[src/rtl/micro_seq.sv]
// Microprogram sequencer: fetch/latch/exec FSM producing the control-ROM address and UIR load strobe.
// Optional MICRO_SEQ_SINGLE_STEP_EN adds a step input that gates each microinstruction in S_EXEC.
module micro_seq #(
  parameter logic [7:0] START_ADDR  = 8'h00,
  parameter int         STACK_DEPTH = 4,
  parameter int         MAP_SHIFT   = 4
) (
  input  logic        clk,
  input  logic        rst,
`ifdef MICRO_SEQ_SINGLE_STEP_EN
  input  logic        step,
`endif
  input  logic [23:0] uir,
  input  logic [3:0]  ir_op,
  input  logic        flag_z,
  input  logic        flag_c,
  output logic [7:0]  addr_pc,
  output logic        uir_ld,
  output logic        halted,
  output logic        err
);

  localparam int SP_W = $clog2(STACK_DEPTH + 1);

  typedef enum logic [1:0] {S_FETCH, S_LATCH, S_EXEC, S_HALT} state_t;

  localparam logic [2:0] SEQ_NEXT = 3'b000;
  localparam logic [2:0] SEQ_JUMP = 3'b001;
  localparam logic [2:0] SEQ_BRZ  = 3'b010;
  localparam logic [2:0] SEQ_BRC  = 3'b011;
  localparam logic [2:0] SEQ_MAP  = 3'b100;
  localparam logic [2:0] SEQ_CALL = 3'b101;
  localparam logic [2:0] SEQ_RET  = 3'b110;

  state_t          state;
  logic [SP_W-1:0] sp;
  logic [7:0]      stack [STACK_DEPTH];

  logic [7:0]      na;
  logic [2:0]      seq;
  logic [7:0]      pc_inc;
  logic [7:0]      map_addr;
  logic [7:0]      top_entry;
  logic            full;
  logic            empty;
  logic            advance;
  logic            push_en;
  logic            unused_uir_bits;

  assign na              = uir[23:16];
  assign seq             = uir[15:13];
  assign unused_uir_bits = ^uir[12:0];
  assign pc_inc          = addr_pc + 8'd1;
  assign map_addr        = {4'b0000, ir_op} << MAP_SHIFT;
  assign full            = (sp == SP_W'(STACK_DEPTH));
  assign empty           = (sp == '0);

`ifdef MICRO_SEQ_SINGLE_STEP_EN
  assign advance = (state == S_EXEC) && step;
`else
  assign advance = (state == S_EXEC);
`endif

  assign push_en = advance && (seq == SEQ_CALL) && !full;

  always_comb begin
    top_entry = 8'h00;
    for (int i = 0; i < STACK_DEPTH; i++) begin
      if (sp == SP_W'(i + 1)) top_entry = stack[i];
    end
  end

  // Return-address storage is data only; its contents survive reset.
  always_ff @(posedge clk) begin
    if (!rst && push_en) begin
      for (int i = 0; i < STACK_DEPTH; i++) begin
        if (sp == SP_W'(i)) stack[i] <= pc_inc;
      end
    end
  end

  always_ff @(posedge clk) begin
    if (rst) begin
      state   <= S_FETCH;
      addr_pc <= START_ADDR;
      sp      <= '0;
      uir_ld  <= 1'b0;
      halted  <= 1'b0;
      err     <= 1'b0;
    end else begin
      case (state)
        S_FETCH: begin
          state  <= S_LATCH;
          uir_ld <= 1'b1;
        end
        S_LATCH: begin
          state  <= S_EXEC;
          uir_ld <= 1'b0;
        end
        S_EXEC: begin
          uir_ld <= 1'b0;
          if (advance) begin
            state <= S_FETCH;
            case (seq)
              SEQ_NEXT: addr_pc <= pc_inc;
              SEQ_JUMP: addr_pc <= na;
              SEQ_BRZ:  addr_pc <= flag_z ? na : pc_inc;
              SEQ_BRC:  addr_pc <= flag_c ? na : pc_inc;
              SEQ_MAP:  addr_pc <= map_addr;
              SEQ_CALL: begin
                if (full) begin
                  err    <= 1'b1;
                  halted <= 1'b1;
                  state  <= S_HALT;
                end else begin
                  sp      <= sp + SP_W'(1);
                  addr_pc <= na;
                end
              end
              SEQ_RET: begin
                if (empty) begin
                  err    <= 1'b1;
                  halted <= 1'b1;
                  state  <= S_HALT;
                end else begin
                  sp      <= sp - SP_W'(1);
                  addr_pc <= top_entry;
                end
              end
              default: begin
                halted <= 1'b1;
                state  <= S_HALT;
              end
            endcase
          end
        end
        default: begin
          uir_ld <= 1'b0;
          halted <= 1'b1;
        end
      endcase
    end
  end

endmodule

[config.mk]
export PLATFORM = sky130hd
export DESIGN_NAME = micro_seq
export DESIGN_NICKNAME = d
export VERILOG_FILES = /design/src/rtl/micro_seq.sv
export SDC_FILE = /design/constraint.sdc
export NUM_CORES = 1
export LEC_CHECK = 0
export ABC_AREA = 0
export CAP_MARGIN = 30
export CELL_PAD_IN_SITES_DETAIL_PLACEMENT = 1
export CELL_PAD_IN_SITES_GLOBAL_PLACEMENT = 1
export CORE_MARGIN = 2
export CORE_UTILIZATION = 39
export CTS_BUF_LIST = sky130_fd_sc_hd__clkbuf_2 sky130_fd_sc_hd__clkbuf_4 sky130_fd_sc_hd__clkbuf_8
export DETAILED_ROUTE_END_ITERATION = 8
export PLACE_DENSITY = 0.77
export RECOVER_POWER = 50
export SETUP_SLACK_MARGIN = 0.2
export SLEW_MARGIN = 30
export SYNTH_ARGS = -nofsm -noshare
export SYNTH_HDL_FRONTEND = slang
export SYNTH_SLANG_ARGS = --single-unit
export TNS_END_PERCENT = 50
[constraint.sdc]
create_clock -name clk -period 2.42 [get_ports clk]
set_clock_uncertainty 0.05 [all_clocks]
set_input_delay 0.242 -clock clk [delete_from_list [all_inputs] [get_ports clk]]
set_output_delay 0.242 -clock clk [all_outputs]
set_load 0.01 [all_outputs]
==> flow_summary.ini <==
[setup_path]
regToRegStartpoint = sp[1]$_SDFFE_PP0P_
end_kind = flop
critPathMaxFanout = 17
arrival_ps = 2260
critPathKind = reg -> reg
cp.required_ps = 2570
reg2reg_slack_ps = 310
start_kind = flop
crit_start = sp[1]$_SDFFE_PP0P_

[detailed_routing]
drtAntennaViolNets = 0
drtIter0Drc = 142
wl_mm = 6.56
via_count = 1954
drc = 0
wl_per_cell_um = 19.0
firstDrtPassIters = 4
via_per_inst = 5.66

[cells_and_area]
nFillCells = 723
finalNonFillerCells = 345
diodes = 0
fin_nets = 310
final_core_utilization_pct = 49.0
drive_above_1_share_pct = 14.2
syn_to_final_growth_pct = 22.0

[min_path]
hp-start = halted$_SDFFE_PP0P_
min_path_type = reg -> reg

[timing]
hold_violations = 0
slew-limit-headroom_pct = 29.9
fmax_ghz = 0.474
tns_ps = 0
setup_viol = 0
drv_slew = 0
fin_crit_sh_pct = 87.2
period_minus_slack_ps = 2110
worst_pin_slew_ps = 1050
hold_slack_ps = 403
rsz0062_at_grt = no

[synthesis]
yosysSeqAreaShare_pct = 50.5
avgSynthCellArea_um2 = 11.1
synthFlopType = edfxtp_1
synthesis.nets = 271
ys_seq_elements = 48
netlist_instances = 228
ys_warn_count = 0
syn_area_mm2 = 0.00254
synth_edf_count = 32
async_reset_ff_share_pct = 0
ys_types = 48

[grt]
grt_pass1_wl_mm = 10.8
grtUsageTotal_pct = 19.3
first_global_vias = 2039
overflow = 0
antenna_found_initial = 0
grt_max_degree = 19

[job]
max_cap_violations = 0

[clocking]
clock_latency_ps = 300
cts_htree_levels = 2
cts.hold.buffers_added = 0
cts_root_buf = clkbuf_8
cts.clk_slew.worst_paths_ps = 90
cts_tree = yes
cts_buffers = 5
clockBufferDepth = 2
cts.sinks = 48

[die]
initial_core_util_pct = 40.2
core_mm2 = 0.00631
die_area_mm2 = 0.00716
die_x_um = 84.6
ioPinCount = 43
die_h_um = 84.6
rows = 29

[place]
routabilityCongestion = 0.851
dp_hpwl_mm = 4.77
io_buffer_count = 29
placed_cells = 337

[power_and_ir_drop]
p_total_w = 0.00183
peakVddDrop_mv = 0.287
cellLeakagePower_nw = 1.14
p_per_area_mw_per_mm2 = 591

[status]
outcome = finished clean
-- state kept, by name, indices dropped and copies added, names as in the netlist --
name,cells
addr_pc,8
err,1
halted,1
sp,3
stack,32
state,2
uir_ld,1
-- placed cells by master (no fill, tap or decap), types with 3 or more instances in the layout --
cell type         n
a211oi_1          3
a21o_1            4
a21oi_1          12
a221oi_1          7
a22o_1            6
a22oi_1           3
a311oi_2          5
and2_1            3
buf_4            12
clkbuf_8          5
clkdlybuf4s50_1  17
dfxtp_1          15
dlygate4sd3_1    12
edfxtp_1         32
ha_1             11
inv_1            10
nand2_1          11
nand3_1           7
nor2_1           27
nor2b_1           3
nor4_1            3
o21ai_0           4
or3_1             6
xor2_1            6
-- power by group --
group,leakage (nW),switching (W),internal (W)
Combinational,0.633,0.000119,0.000104
Clock,0.0687,0.000284,0.000416
Sequential,0.442,0.0000156,0.000890
-- stage by stage --
| stage | area, um2 | worst slack (ps) |
|---|---|---|
| 2_1_floorplan | 2540 | 488 |
| 6_report | 3090 | 309 |
| 4_1_cts | 3120 | 225 |
| 5_1_grt | 3090 | 147 |
| 3_3_place_gp | 2980 | 235 |
| 3_5_place_dp | 2980 | 174 |
-- critical path, stage by stage, from the launching register on --
cell and delay (ps):
dfxtp_1 390, inv_1 100, ha_1 260, a21o_1 230, a2bb2oi_1 270, o21a_4 320, o21ai_0 150, o32ai_1 240
-- logic make-up (layout without fill, tap and decap cells) --
kind of cell    count (synthesis)  in the layout  share of synthesized area (%)
compound gates                 62             62                           20.1
flops                          48             48                           50.5
simple gates                   73             73                           15.1
buf+inv                        25             65                           5.57
fa+ha+maj                      11             11                           5.43
xor+xnor                        8              8                           2.76
mux                             1              1                          0.444
-- layer usage --
layer / up-vias / wire length [um] / GRT usage (%) / part of all wire [%]
met5: - / 0 / 0 / 0
met3: 8 / 354 / 2.95 / 5.4
met2: 56 / 3240 / 32.4 / 49
met1: 963 / 2900 / 26.1 / 44
li1: 927 / - / - / -
met4: 0 / 62 / 5.34 / 0.95
-- cell usage after synthesis (all sizes together), types with 5 or more instances --
library cell	instances	share of area (%)
a22o	6	2.1
xor2	6	2.1
nor2b	5	1.8
ha	11	5.4
a221oi	8	3.0
o21ai	6	1.2
nand3	7	1.4
dfxtp	16	13
nor2	28	4.4
a311oi	7	3.7
edfxtp	32	38
inv	12	1.8
nand2	11	1.6
a21oi	12	2.4
or3	6	1.5
buf	12	3.7
-- timing repair --
item,in CTS,in global routing
setup buffers,0,0
resized for setup,0,2
setup endpoints to repair,0,4
-- worst paths after layout --
| path | to | depth (start not counted) |
|---|---|---|
| setup / recovery | addr_pc[1]$_SDFFE_PP0P_ | 7 |
| setup reg to reg | addr_pc[1]$_SDFFE_PP0P_ | 7 |
| hold reg to reg | halted$_SDFFE_PP0P_ | 2 |
| hold / removal | halted$_SDFFE_PP0P_ | 2 |
-- cell type report --
| cell class | instances | area (um2) | area share, % |
|---|---|---|---|
| Multi-Input combinational cell | 155 | 1100 | 35.7 |
| Inverter | 12 | 45.0 | 1.46 |
| Tap cell | 77 | 96.3 | 3.11 |
| Clock inverter | 3 | 68.8 | 2.22 |
| Timing Repair Buffer | 45 | 428 | 13.8 |
| Sequential cell | 48 | 1280 | 41.5 |
| Clock buffer | 5 | 68.8 | 2.22 |
No activity file was read; power rests on OpenSTA's default activity.
